$ cat config.mk
export PLATFORM = sky130hd
export DESIGN_NAME = bus_regbank_slave
export DESIGN_NICKNAME = d
export VERILOG_FILES = /design/src/rtl/bus_pkg.sv /design/src/rtl/bus_regbank_mem.sv /design/src/rtl/bus_regbank_slave.sv
export SDC_FILE = /design/constraint.sdc
export NUM_CORES = 1
export LEC_CHECK = 0
export BUFFER_PORTS_ARGS = -buffer_cell sky130_fd_sc_hd__clkbuf_2
export CORE_ASPECT_RATIO = 1.75
export CORE_UTILIZATION = 55
export DETAILED_ROUTE_END_ITERATION = 16
export PLACE_DENSITY = 0.83
export RECOVER_POWER = 100
export SLEW_MARGIN = 30
export SYNTH_ARGS = -nofsm -noshare
export SYNTH_HDL_FRONTEND = slang
export SYNTH_SLANG_ARGS = --single-unit
$ cat constraint.sdc
create_clock -name clk -period 22.6 [get_ports clk]
set_input_delay 1.13 -clock clk [delete_from_list [all_inputs] [get_ports clk]]
set_output_delay 1.13 -clock clk [all_outputs]
set_load 0.02 [all_outputs]
$ cat src/rtl/bus_pkg.sv
// Shared definitions for the register-bank bus slave.
// Provides the responder FSM state encoding, the fixed offsets of the
// read-only ID and transaction-count words, and the widths of the two
// request address fields (slave ID in the upper byte, word offset below).
package bus_pkg;

  localparam int SLV_ID_W = 8;
  localparam int OFFS_W   = 8;

  localparam logic [OFFS_W-1:0] ID_OFFSET  = 8'd0;
  localparam logic [OFFS_W-1:0] CNT_OFFSET = 8'd1;

  typedef enum logic [1:0] {
    ST_IDLE = 2'd0,
    ST_WAIT = 2'd1,
    ST_RESP = 2'd2,
    ST_HOLD = 2'd3
  } state_t;

endpackage

$ cat src/rtl/bus_regbank_mem.sv
// Register array behind the bus slave.
// Ports:
//   clk, reset     - bus clock, asynchronous active-high reset
//   slave_address  - static slave ID, shown at the ID offset
//   wr_en, wr_idx, wr_data - single write port, committed on the rising edge
//   cnt_inc        - bump the completed-transaction counter this edge
//   rd_idx, rd_data - combinational read port with ID/count overlay
module bus_regbank_mem
  import bus_pkg::*;
#(
  parameter int DATA_WIDTH = 32,
  parameter int NUM_REGS   = 16,
  parameter int IDX_W      = $clog2(NUM_REGS)
) (
  input  logic                  clk,
  input  logic                  reset,
  input  logic [SLV_ID_W-1:0]   slave_address,
  input  logic                  wr_en,
  input  logic [IDX_W-1:0]      wr_idx,
  input  logic [DATA_WIDTH-1:0] wr_data,
  input  logic                  cnt_inc,
  input  logic [IDX_W-1:0]      rd_idx,
  output logic [DATA_WIDTH-1:0] rd_data
);

  logic [DATA_WIDTH-1:0] regs_q [NUM_REGS];
  logic [DATA_WIDTH-1:0] regs_d [NUM_REGS];
  logic [31:0]           txn_count_q, txn_count_d;

  // Next-state for the bank: the two read-only words are never written
  // even if a write slips through, and the count simply wraps.
  always_comb begin
    regs_d = regs_q;
    if (wr_en && (wr_idx > IDX_W'(CNT_OFFSET))) begin
      regs_d[wr_idx] = wr_data;
    end
    txn_count_d = cnt_inc ? (txn_count_q + 32'd1) : txn_count_q;
  end

  always_ff @(posedge clk or posedge reset) begin
    if (reset) begin
      for (int i = 0; i < NUM_REGS; i++) begin
        regs_q[i] <= '0;
      end
      txn_count_q <= '0;
    end else begin
      regs_q      <= regs_d;
      txn_count_q <= txn_count_d;
    end
  end

  // Read port: offsets 0 and 1 are overlaid with the ID and the count.
  always_comb begin
    rd_data = regs_q[rd_idx];
    if (rd_idx == IDX_W'(ID_OFFSET)) begin
      rd_data = DATA_WIDTH'(slave_address);
    end else if (rd_idx == IDX_W'(CNT_OFFSET)) begin
      rd_data = DATA_WIDTH'(txn_count_q);
    end
  end

endmodule

$ cat src/rtl/bus_regbank_slave.sv
// Responder end of the shared master/slave bus, serving single-word
// reads/writes to a small register bank with programmable wait states.
// Ports:
//   clk, reset     - bus clock, asynchronous active-high reset
//   slave_address  - static ID matched against addr[15:8]
//   req, we, addr, wdata - master request (held until ack)
//   rdata, ack, err - registered response, all zero outside the ack cycle
//   busy           - high from the cycle after accept until back in IDLE
module bus_regbank_slave
  import bus_pkg::*;
#(
  parameter int DATA_WIDTH  = 32,
  parameter int NUM_REGS    = 16,
  parameter int WAIT_CYCLES = 2
) (
  input  logic                       clk,
  input  logic                       reset,
  input  logic [SLV_ID_W-1:0]        slave_address,
  input  logic                       req,
  input  logic                       we,
  input  logic [SLV_ID_W+OFFS_W-1:0] addr,
  input  logic [DATA_WIDTH-1:0]      wdata,
  output logic [DATA_WIDTH-1:0]      rdata,
  output logic                       ack,
  output logic                       err,
  output logic                       busy
);

  localparam int         IDX_W     = $clog2(NUM_REGS);
  localparam logic [3:0] WAIT_LOAD = (WAIT_CYCLES > 0) ? 4'(WAIT_CYCLES - 1) : 4'd0;

  state_t                state_q, state_d;
  logic [3:0]            wait_cnt_q, wait_cnt_d;
  logic                  we_q, we_d;
  logic [OFFS_W-1:0]     offs_q, offs_d;
  logic [DATA_WIDTH-1:0] wdata_q, wdata_d;
  logic                  ack_q, ack_d;
  logic                  err_q, err_d;
  logic                  busy_q, busy_d;
  logic [DATA_WIDTH-1:0] rdata_q, rdata_d;

  logic                  accept;
  logic                  cur_we;
  logic                  cur_err;
  logic [OFFS_W-1:0]     cur_offs;
  logic [DATA_WIDTH-1:0] mem_rd_data;

  // In IDLE the request fields are still on the bus (needed when there are
  // no wait states); everywhere else only the latched copy is trusted.
  assign accept   = (state_q == ST_IDLE) && req && (addr[OFFS_W +: SLV_ID_W] == slave_address);
  assign cur_we   = (state_q == ST_IDLE) ? we : we_q;
  assign cur_offs = (state_q == ST_IDLE) ? addr[OFFS_W-1:0] : offs_q;
  assign cur_err  = ({1'b0, cur_offs} >= 9'(NUM_REGS)) ||
                    (cur_we && ((cur_offs == ID_OFFSET) || (cur_offs == CNT_OFFSET)));

  // Handshake FSM: accept, count down wait states, respond once, then
  // park in HOLD until the master releases req so it cannot re-trigger.
  always_comb begin
    state_d    = state_q;
    wait_cnt_d = wait_cnt_q;
    we_d       = we_q;
    offs_d     = offs_q;
    wdata_d    = wdata_q;
    case (state_q)
      ST_IDLE: begin
        if (accept) begin
          we_d    = we;
          offs_d  = addr[OFFS_W-1:0];
          wdata_d = wdata;
          if (WAIT_CYCLES == 0) begin
            state_d = ST_RESP;
          end else begin
            wait_cnt_d = WAIT_LOAD;
            state_d    = ST_WAIT;
          end
        end
      end
      ST_WAIT: begin
        if (wait_cnt_q == 4'd0) begin
          state_d = ST_RESP;
        end else begin
          wait_cnt_d = wait_cnt_q - 4'd1;
        end
      end
      ST_RESP: state_d = ST_HOLD;
      ST_HOLD: begin
        if (!req) begin
          state_d = ST_IDLE;
        end
      end
      default: state_d = ST_IDLE;
    endcase
  end

  // Response is computed on the edge entering RESP so ack/err/rdata come
  // straight from flops; RESP always exits, so state_d==RESP means entry.
  always_comb begin
    ack_d   = 1'b0;
    err_d   = 1'b0;
    rdata_d = '0;
    if (state_d == ST_RESP) begin
      ack_d = 1'b1;
      err_d = cur_err;
      if (!cur_err && !cur_we) begin
        rdata_d = mem_rd_data;
      end
    end
    busy_d = (state_d != ST_IDLE);
  end

  always_ff @(posedge clk or posedge reset) begin
    if (reset) begin
      state_q    <= ST_IDLE;
      wait_cnt_q <= '0;
      we_q       <= 1'b0;
      offs_q     <= '0;
      wdata_q    <= '0;
      ack_q      <= 1'b0;
      err_q      <= 1'b0;
      busy_q     <= 1'b0;
      rdata_q    <= '0;
    end else begin
      state_q    <= state_d;
      wait_cnt_q <= wait_cnt_d;
      we_q       <= we_d;
      offs_q     <= offs_d;
      wdata_q    <= wdata_d;
      ack_q      <= ack_d;
      err_q      <= err_d;
      busy_q     <= busy_d;
      rdata_q    <= rdata_d;
    end
  end

  // Writes and the count bump land on the edge that ends the RESP cycle,
  // so a count read in RESP sees the pre-increment value.
  bus_regbank_mem #(
    .DATA_WIDTH (DATA_WIDTH),
    .NUM_REGS   (NUM_REGS),
    .IDX_W      (IDX_W)
  ) u_mem (
    .clk           (clk),
    .reset         (reset),
    .slave_address (slave_address),
    .wr_en         ((state_q == ST_RESP) && we_q && !err_q),
    .wr_idx        (offs_q[IDX_W-1:0]),
    .wr_data       (wdata_q),
    .cnt_inc       ((state_q == ST_RESP) && !err_q),
    .rd_idx        (cur_offs[IDX_W-1:0]),
    .rd_data       (mem_rd_data)
  );

  assign rdata = rdata_q;
  assign ack   = ack_q;
  assign err   = err_q;
  assign busy  = busy_q;

endmodule

==> results of run 1 <==
[logic make-up after synthesis]
kind of cell    Yosys count  synth area share [%]
xor+xnor                 41                 1.419
flops                   564                 55.78
compound gates          181                 4.876
mux                     610                 30.34
fa+ha+maj                 3                0.1484
simple gates            238                 4.322
buf+inv                 153                 3.106
[sequential cells by signal (all words and copies together) (netlist names)]
register / cells
u_mem.txn_count_q: 32
u_mem.regs_q: 450
err: 1
offs_q: 8
we_q: 1
ack: 1
wait_cnt_q: 4
busy: 1
state_q: 2
rdata: 32
wdata_q: 32
[final timing paths]
check / endpoint / cells after the start / slack (ps) / start
setup / recovery: u_mem.regs_q[230] / 4 / 11900 / reset
hold / removal: u_mem.regs_q[507] / 0 / 390 / u_mem.regs_q[507]
setup reg to reg: rdata[22] / 7 / 14580 / state_q[0]
hold reg to reg: u_mem.regs_q[507] / 0 / 390 / u_mem.regs_q[507]
max in group clk: rdata[22] / 7 / 14580 / state_q[0]
min in group asynchronous: wdata_q[5] / 2 / 2400 / reset
[through the flow]
stage	area (sq um)	hold slack [ps]	instances	total power [W]
2_1_floorplan	25300	428.4	1790	0.001355
3_3_place_gp	26070	364.4	2350	0.001462
3_5_place_dp	26110	367.4	2351	0.001474
4_1_cts	27680	389.7	2435	0.002299
5_1_grt	27400	399.6	2435	0.002355
6_report	27400	391.1	2435	0.002284
[layout make-up]
type,instances,area share (%)
Multi-Input combinational cell,1073,37.78
Clock buffer,69,5.074
Inverter,13,0.1827
Tap cell,577,2.635
Clock inverter,15,0.6439
Timing Repair Buffer,124,2.169
Sequential cell,564,51.51
[cells in the mapped netlist, types with 3 or more instances]
library cell  count  area [sq um]
a2111oi_0         3         26.28
buf_1            22         82.58
buf_2            30         150.1
ha_1              3         37.54
o21a_1            7         52.55
a211oi_1         22         165.2
nor4_1            4         25.02
nor2_2            3         18.77
a21o_1            3         22.52
a2111oi_2         6         90.09
nor3_1            8         40.04
a21oi_1          45         225.2
nor2_1           39         146.4
xor2_1           15         131.4
o21ai_0          30         150.1
o22ai_1          24         150.1
mux2i_1          14         140.1
nor2b_1           3         18.77
buf_6            11         123.9
mux2_1            6         67.56
a311oi_1         11         96.34
clkbuf_1         52         195.2
inv_1            13         48.80
a31oi_1          11         68.82
nand4_1           9         56.30
buf_4            24         180.2
dfrtp_1         564         14110
nand2_1         129         484.2
mux2_2          517          5822
nand2b_1          3         18.77
xnor2_1          26         227.7
mux4_1            3         78.83
mux4_2           67          1509
o2111a_1          8         90.09
or2_2             5         31.28
nand3_1          18         90.09
[cells in the final DEF, fill, tap and decap left out, drive strengths merged, types with 14 or more instances in the layout]
master,instances
nand3,18
nand2,131
inv,14
mux4,70
o22ai,24
dfrtp,564
o21ai,32
clkbuf,184
mux2i,16
nor2,43
a211oi,22
xor2,15
xnor2,26
mux2,524
a21oi,45
[per-layer routing]
layer | vias to the layer above | global-route usage, % | wire, um
met1 | 8317 | 33.65 | 23210
li1 | 6554 | - | -
met4 | 0 | 14.88 | 3580
met5 | - | 0 | 0
met3 | 204 | 2.929 | 3194
met2 | 582 | 47.75 | 32580
[power by group through the flow]
stage / logic, W / clock network (W) / registers (W)
after floorplan: 0.000291 / 0 / 0.00106
after global placement: 0.000389 / 0 / 0.00107
after detailed placement: 0.000401 / 0 / 0.00107
after CTS: 0.000403 / 0.000841 / 0.00105
after global routing: 0.000421 / 0.000878 / 0.00106
final: 0.000398 / 0.000832 / 0.00105
==> summary.txt, run 1 <==
Outcome
  • Status: finished, violations left
  • Violated checks: max-capacitance violations, max-slew violations

Synth
  • Synthesis warning total: 0
  • Avg Cell Area, Syn: 14.13 sq um
  • Number of flops mapped to enable cells by yosys: 0
  • Syn nets: 1853
  • Cell Area, Synth: 0.02530 sq mm
  • Cell variety after synth: 63
  • Main synth FF type: dfrtp_1
  • Cells after Synth: 1790
  • Register area share after synthesis: 55.78%
  • Seq cells post-synth: 564
  • Async SR Flop Fraction: 100.0%

Pwr
  • Lkg Pwr: 13.16 nW
  • Switch Pwr: 0.0006716 W
  • Combinational power share: 17.4%
  • Switching Fraction: 29.41%
  • Reg power frac: 46.2%
  • Power density cells: 83.35 mW/mm^2
  • Worst vdd rail ir drop: 0.06715 mV
  • Clock Power Share: 36.4%
  • Internal power: 0.001612 W

Route
  • Routed Antenna Nets: 0
  • DRC: 0
  • WL/cell: 25.69 um
  • Drt pass-1 iters: 5
  • Initial drt markers: 1254
  • DR vias: 15660
  • DR vias/cell: 6.430
  • Final WL: 62560 um

STA
  • Setup repair after global routing missed its margin: no
  • Final Cycle Share: 47.33%
  • Final worst slack: 11900 ps
  • Final setup viols: 0
  • Actual slew at the worst max-slew pin: 6170 ps
  • Rel. slew slack: -311.3%
  • Fin. Hold Viols: 0
  • Final min period: 10700 ps
  • Count of pins over their slew limit: 1069
  • F_max: 93.50 MHz
  • Skew final: 22.04 ps
  • Setup total negative slack: 0 ps

CTS
  • Max H-tree Level: 2
  • Clock Root Buffer: clkbuf_16
  • Total CTS buffers: 48
  • Clk Latency, worst-skew pair: 580 ps
  • CTS Hold Buffers Added: 0
  • Post-CTS Setup Bufs: 0
  • # resized after CTS: 0
  • CTS tree: built
  • Worst-path clk slew: 60 ps
  • CTS sink cnt: 564
  • Clock Path Buffers: 3

Floorplanning
  • IO Pins: 95
  • Die area: 0.04690 sq mm
  • Die Ht: 285.7 um
  • Die W: 164.1 um
  • Core ar.: 0.04523 sq mm
  • Row count: 103
  • Starting density of the core: 55.93%

Setup path
  • CP Launch Type: primary input
  • Slowest cell delay on critical path: 3340 ps
  • Crit path max fanout: 143
  • CP endpoint kind: asynchronous set/reset pin
  • Crit path buf inv count: 4
  • Critical Path RT: 22310 ps
  • Most frequent CP cell: clkbuf_1
  • CP max-delay cell: clkinvlp_2
  • Top Family by Delay on Critical Path: buffers and inverters
  • Crit path DAT: 10410 ps
  • Critical path cell sequence: clkbuf_1, clkinvlp_2, clkbuf_1, clkbuf_1
  • Critical path class: primary input to asynchronous set/reset pin

Cells and area
  • Diode count: 0
  • Area taken by flip-flops and latches: 0.01411 sq mm
  • Multi-input gate area: 0.01035 sq mm
  • Share of layout cells above drive strength 1: 39.77%
  • Layout net count: 1887
  • Fillers: 3349
  • Syn-to-layout area delta: 8.293%
  • Final Core Density: 60.57%

Placement
  • DP Wirelength: 37100 um
  • Placer Congestion: 0.8277
  • Place WS: 18030 ps
  • Port Buf Inserts: 94

Global routing
  • First-pass GRT wire length: 97250 um
  • Vias in the first global route: 16760
  • Initial antenna violation count: 0
  • GRT Overall Usage: 27.59%
  • Largest net degree at the start of global routing: 144
  • Grt ovf: 0

Run
  • Max cap viols: 24

Hold path
  • Min-delay worst type: flop to flop
(Power assumes the default switching activity.)
==> run 2, diff against run 1 <==
Settings changed: ABC_AREA from default to 1.
Clock period 22.6 ns to 10.25 ns, I/O delays scaled along.
==> run 2 against run 1 <==
Worst hold slack worse by 250 ps. Sequential cell count grew 30. Non-clock buffer count increased by 7. First-iteration DRC count is 84% higher. Wire length is 19% higher. Largest power group unchanged. Clock skew down 9.4 ps. Power rose to 3.0 times the previous value. Sequential power increased by 140%. Final cell count rose by 59%. Sequential share of layout area increased by 0.18 points. The run still ends with max-capacitance violations, max-slew violations left. Area after synthesis increased by 5.3%.
==> summary.txt, run 2 <==
Synth
  • Seq cells post-synth: 594 (+5.3%)
  • Syn nets: 3357 (+81%)
  • Synth top area cells: dfrtp_1 (56%), nand2_1 (16%), o21ai_0 (9.3%), nand3_1 (4.2%), inv_1 (2.6%)
  • Main synth FF type: dfrtp_1
  • Count leader, synth: nand2_1
  • Synthesis warning total: 0 (unchanged)
  • Most frequent cells after synthesis: nand2_1 (1166), dfrtp_1 (594), o21ai_0 (496), nand3_1 (222), inv_1 (186)
  • Area share of the largest cell type after synthesis: 55.80% (about the same)
  • Cell Area, Synth: 0.02664 sq mm (+5.3%)
  • Avg Cell Area, Syn: 8.088 sq um (-43%)
  • Cell variety after synth: 33 (-48%)
  • Async SR Flop Fraction: 100.0% (unchanged)
  • Cells after Synth: 3294 (+84%)
  • Number of flops mapped to enable cells by yosys: 0 (unchanged)
  • Dominant cell type by area after synthesis: dfrtp_1
  • Register area share after synthesis: 55.80% (about the same)

Route
  • Final WL: 74310 um (+19%)
  • Drt pass-1 iters: 7 (+2)
  • WL/cell: 19.21 um (-25%)
  • DR vias: 22380 (+43%)
  • DRC: 0 (unchanged)
  • Routed Antenna Nets: 0 (unchanged)
  • DR vias/cell: 5.785 (-10%)
  • Initial drt markers: 2311 (+84%)

STA
  • Setup repair after global routing missed its margin: no
  • Setup total negative slack: 0 ps (unchanged)
  • Actual slew at the worst max-slew pin: 4584 ps (-1586 ps)
  • Skew final: 12.60 ps (-9.442 ps)
  • Final setup viols: 0 (unchanged)
  • Final min period: 7146 ps
  • Fin. Hold Viols: 0 (unchanged)
  • F_max: 139.9 MHz
  • Final Cycle Share: 69.72%
  • Count of pins over their slew limit: 1370 (+28%)
  • Rel. slew slack: -205.6% (+110 points)

CTS
  • # resized after CTS: 0 (unchanged)
  • Worst-path clk slew: 70 ps (about the same)
  • Total CTS buffers: 52 (+8.3%)
  • Clk Latency, worst-skew pair: 580 ps (about the same)
  • Clock Root Buffer: clkbuf_16
  • CTS tree: built
  • CTS sink cnt: 594 (+5.3%)
  • Clock Path Buffers: 3 (unchanged)
  • Max H-tree Level: 2 (unchanged)

Pwr
  • Worst vdd rail ir drop: 0.1692 mV (+150%)
  • Power density cells: 234.5 mW/mm^2 (+180%)
  • Total Power: 0.006744 W (+200%)
  • Lkg Pwr: 13.54 nW (+2.9%)

Setup path
  • Most frequent CP cell: nand2_1
  • Crit path DAT: 7570 ps (-2840 ps)
  • Slowest cell delay on critical path: 1600 ps (-1740 ps)
  • Setup slack, reg-to-reg: 3100 ps (-11480 ps)
  • Crit path max fanout: 79 (-45%)
  • CP endpoint kind: flop
  • Critical Path RT: 10680 ps (-11630 ps)
  • Reg2reg start: state_q[0]
  • Critical path startpoint: state_q[0]
  • Setup crit end: rdata[21]
  • Critical path class: flop to flop
  • Critical path cell sequence: nor2_1, nand2_1, nand2_4, nand2_1, inv_1, nand2_1, inv_1, nand2_1, nand2_1, nor3_1
  • CP max-delay cell: inv_1
  • Reg2Reg Depth: 10 (+3)
  • RR Endpoint: rdata[21]
  • CP Launch Type: flop

Cells and area
  • Syn-to-layout area delta: 7.942%
  • Finished Cell Area: 0.02876 sq mm (+5.0%)
  • Share of layout cells above drive strength 1: 5.710% (-34 points)
  • Largest reg by FF count: u_mem.regs_q
  • Final Core Density: 60.23% (-0.34 points)
  • Most frequent cells in the layout: nand2_1 (1167), dfrtp_1 (594), o21ai_0 (539)
  • Most common cell after layout, fill and taps aside: nand2_1
  • Layout net count: 3296 (+75%)
  • Max FFs per register: 480 (+6.7%)
  • Diode count: 0 (unchanged)
  • Non-Filler Instances: 3869 (+59%)

Floorplanning
  • IO Pins: 95 (unchanged)
  • Row count: 106 (+2.9%)
  • Starting density of the core: 55.80% (-0.14 points)
  • Die Ht: 293.1 um (+2.6%)
  • Die W: 168.4 um (+2.6%)
  • Die area: 0.04936 sq mm (+5.2%)
  • Core ar.: 0.04775 sq mm (+5.6%)

Run
  • Max cap viols: 25 (+4.2%)

Global routing
  • Vias in the first global route: 22080 (+32%)
  • Grt ovf: 0 (unchanged)
  • Initial antenna violation count: 0 (unchanged)
  • GRT Overall Usage: 30.95% (+3.4 points)
  • Largest net degree at the start of global routing: 164 (+14%)
  • First-pass GRT wire length: 118000 um (+21%)

Placement
  • Port Buf Inserts: 94 (unchanged)
  • Placer Congestion: 0.9529 (+15%)
  • Placement-stage cell area: 0.02723 sq mm (+4.3%)
  • Dpl cells: 3770 (+60%)
  • DP Wirelength: 45050 um (+21%)

Hold path
  • Min-delay worst type: primary input to flop

Outcome
  • Status: finished, violations left
  • Violated checks: max-capacitance violations, max-slew violations
-- run 2: how the worst min path moves through the flow --
stage,start,end,cells past startpoint
after global placement,u_mem.regs_q[481],u_mem.regs_q[481],0
after floorplan,u_mem.regs_q[480],u_mem.regs_q[480],1
after CTS,wdata[3],wdata_q[3],3
after detailed placement,u_mem.regs_q[483],u_mem.regs_q[483],0
after global routing,wdata[10],wdata_q[10],3
final,wdata[2],wdata_q[2],3
-- run 2: timing repair --
action / in CTS / in global routing
hold buffers: 0 / 1
endpoints found under the hold margin: 0 / 9
setup buffers: 0 / 0
-- run 2: power by group --
part           internal [W]  switching, W
registers           0.00246     0.0000665
logic              0.000591       0.00164
clock network       0.00112      0.000873
-- run 2: cells by family (layout without fill, tap and decap cells) --
family / count (synthesis) / in the layout / synth area share, %
adder cells (fa/ha/maj): 3 / 3 / 0.1409
flip-flops: 594 / 594 / 55.80
AND/OR/NAND/NOR: 1659 / 1659 / 25.80
XOR/XNOR: 35 / 35 / 1.151
buffers and inverters: 438 / 419 / 6.491
AO/OA/AOI/OAI: 565 / 565 / 10.62
-- run 2: through the flow --
stage / setup WS [ps] / hold slack (ps)
final: 3104 / 143.9
after global routing: 2333 / 140.3
after CTS: 4525 / 129.0
after detailed placement: 4560 / 359.7
after global placement: 4647 / 356.5
after floorplan: 1638 / 420.5
-- run 2: worst max-delay path, delay by kind of cell, from the launching register on --
family,cells,cell delay [ps]
buf+inv,2,2260
simple gates,8,4290
flops,1,400
-- run 2: area by class of cell --
| type | count | area [sq um] |
|---|---|---|
| multi-input cells | 2262 | 10030 |
| flip-flops and latches | 594 | 14860 |
| fillers | 4107 | 18990 |
| clock inverters | 21 | 190.2 |
| clock buffers | 75 | 1539 |
| repair buffers | 131 | 666.9 |
| well taps | 594 | 743.2 |
| inverters | 192 | 725.7 |
-- run 2: metal layers --
| metal | part of all wire, % | track usage (%) | vias up |
|---|---|---|---|
| li1 | - | - | 10330 |
| met1 | 35 | 34.63 | 10740 |
| met2 | 49 | 52.63 | 1003 |
| met3 | 6.5 | 3.825 | 306 |
| met4 | 9.2 | 26.01 | 0 |
| met5 | 0 | 0 | - |
==> run 3, diff against run 2 <==
Settings changed: PLACE_DENSITY 0.83 to 0.86.
Clock period 10.25 ns to 5.8 ns, I/O delays scaled along.
==> run 3 against run 2 <==
The run still ends with max-capacitance violations, max-slew violations left. Clock skew rose by 2.8 ps. Critical path type unchanged. Global-route usage grew 1.9 points. Sequential share of layout area shrank 0.96 points. Combinational power is 82% higher. Power rose by 80%.
==> summary.txt, run 3 (synthesized netlist as in run 2, its figures left out) <==
Pwr
  • Internal power: 0.007436 W (+78%)
  • Worst vdd rail ir drop: 0.2622 mV (+55%)
  • Reg power frac: 36.8% (-0.6 points)
  • Lkg Pwr: 13.80 nW (+1.9%)
  • Switch Pwr: 0.004691 W (+82%)
  • Switching Fraction: 38.68% (+0.48 points)
  • Power density cells: 413.9 mW/mm^2 (+76%)
  • Total Power: 0.01213 W (+80%)
  • Combinational power share: 33.5% (+0.5 points)
  • Clock Power Share: 29.8% (+0.2 points)

STA
  • Final min period: 4510 ps (-2637 ps)
  • Actual slew at the worst max-slew pin: 3158 ps (-1426 ps)
  • Final setup viols: 0 (unchanged)
  • Setup repair after global routing missed its margin: no
  • Hold Slack: 36.77 ps (-107.1 ps)
  • Skew final: 15.45 ps (+2.848 ps)
  • Fin. Hold Viols: 0 (unchanged)
  • Final Cycle Share: 77.75% (+8.0 points)
  • Rel. slew slack: -110.5% (+95 points)
  • Count of pins over their slew limit: 1040 (-24%)
  • Final worst slack: 1290 ps (-1813 ps)
  • F_max: 221.7 MHz (+58%)

Route
  • WL/cell: 19.99 um (+4.1%)
  • Initial drt markers: 2367 (+2.4%)
  • DRC: 0 (unchanged)
  • Routed Antenna Nets: 0 (unchanged)
  • DR vias/cell: 5.851 (+1.1%)
  • Drt pass-1 iters: 8 (+1)
  • Final WL: 78290 um (+5.4%)
  • DR vias: 22920 (+2.4%)

Hold path
  • Worst hold path depth: 3 (unchanged)
  • Min-delay worst type: primary input to flop
  • Worst Hold Path EP: rdata[5]
  • Worst hold start: slave_address[5]

CTS
  • Worst-path clk slew: 60 ps (about the same)
  • Post-CTS Setup Bufs: 0 (unchanged)
  • Max H-tree Level: 2 (unchanged)
  • Clock Root Buffer: clkbuf_16
  • Clk Latency, worst-skew pair: 600 ps (+20 ps)
  • CTS tree: built
  • Clock Path Buffers: 3 (unchanged)
  • CTS sink cnt: 594 (unchanged)
  • Total CTS buffers: 53 (+1.9%)
  • # resized after CTS: 0 (unchanged)
  • CTS Hold Buffers Added: 42 (+42)

Cells and area
  • Share of layout cells above drive strength 1: 6.143% (+0.43 points)
  • Layout net count: 3340 (+1.3%)
  • Syn-to-layout area delta: 9.976%
  • Largest reg by FF count: u_mem.regs_q
  • Most common cell after layout, fill and taps aside: nand2_1
  • Most frequent cells in the layout: nand2_1 (1167), dfrtp_1 (594), o21ai_0 (541)
  • Non-Filler Instances: 3917 (+1.2%)
  • Finished Cell Area: 0.02930 sq mm (+1.9%)
  • Fillers: 3977 (-3.2%)
  • Max FFs per register: 480 (unchanged)

Setup path
  • Reg2reg start: state_q[1]
  • Critical path class: flop to flop
  • CP endpoint kind: flop
  • Setup slack, reg-to-reg: 1290 ps (-1810 ps)
  • CP Launch Type: flop
  • RR Endpoint: u_mem.regs_q[75]
  • Crit path DAT: 4840 ps (-2730 ps)
  • Critical Path RT: 6130 ps (-4550 ps)
  • Critical path startpoint: state_q[1]
  • Crit path max fanout: 64 (-19%)
  • Reg2Reg Depth: 10 (unchanged)

Global routing
  • Vias in the first global route: 22960 (+4.0%)
  • GRT Overall Usage: 32.82% (+1.9 points)
  • Largest net degree at the start of global routing: 157 (-4.3%)
  • First-pass GRT wire length: 124000 um (+5.1%)
  • Grt ovf: 0 (unchanged)
  • Initial antenna violation count: 2 (+2)

Floorplanning
  • Die Ht: 293.1 um (unchanged)
  • IO Pins: 95 (unchanged)
  • Starting density of the core: 55.80% (unchanged)
  • Die area: 0.04936 sq mm (unchanged)
  • Core ar.: 0.04775 sq mm (unchanged)
  • Row count: 106 (unchanged)
  • Die W: 168.4 um (unchanged)

Placement
  • Placer Congestion: 0.9105 (-4.4%)
  • DP Wirelength: 46710 um (+3.7%)
  • Placement-stage cell area: 0.02731 sq mm (+0.29%)
  • Dpl cells: 3774 (+0.11%)
  • Port Buf Inserts: 94 (unchanged)
  • Place WS: 1981 ps (-2579 ps)

Outcome
  • Violated checks: max-capacitance violations, max-slew violations
  • Status: finished, violations left

Run
  • Max cap viols: 16 (-36%)
==> run 3: how the worst max path moves through the flow <==
stage                             to  cells past startpoint
global placement           rdata[21]                      8
floorplan                        ack                      1
global route        u_mem.regs_q[75]                     10
CTS                        rdata[16]                     11
detailed placement         rdata[27]                     11
finish              u_mem.regs_q[75]                     10
==> run 3: power by group through the flow <==
| stage | logic, W | clock network [W] | registers [W] |
|---|---|---|---|
| detailed placement | 0.00392 | 0 | 0.00453 |
| floorplan | 0.00265 | 0 | 0.00453 |
| global route | 0.00439 | 0.00378 | 0.00448 |
| global placement | 0.00384 | 0 | 0.00453 |
| CTS | 0.00398 | 0.00363 | 0.00446 |
| finish | 0.00406 | 0.00361 | 0.00446 |
==> run 3: area by class of cell <==
cell class                 instances  area, sq um  share of cell area, %
sequential                       594        14860                  50.73
multi-input combinational       2262        10040                  34.26
clock buffer                      84         1595                  5.445
timing repair buffer             174         1156                  3.946
tap                              594        743.2                  2.537
inverter                         192        723.2                  2.468
clock inverter                    15        173.9                 0.5936
antenna                            2        5.005                0.01708
==> run 3: layer usage <==
metal  global-route usage (%)  part of all wire (%)  vias to the layer above
li1                         -                     -                    10420
met1                    36.17                    34                    11000
met2                    54.81                    49                     1131
met3                    5.388                   7.6                      362
met4                    28.96                   9.8                        4
met5                        0                 0.023                        -
==> run 3: critical path, cell delays in order (launching register included) <==
cell	delay (ps)
dfrtp_1	390
inv_1	80
nor3_1	740
inv_1	340
nor2_1	240
nand2_1	150
nor3_1	430
nand2_2	60
clkbuf_1	1180
nand2_1	420
o21ai_0	160
==> run 3: through the flow <==
| stage | TNS [ps] | util [%] |
|---|---|---|
| finish | 0 | 61.36 |
| detailed placement | 0 | 57.20 |
| global route | 0 | 61.35 |
| CTS | 0 | 61.78 |
| floorplan | -1538050 | - |
| global placement | 0 | 57.04 |
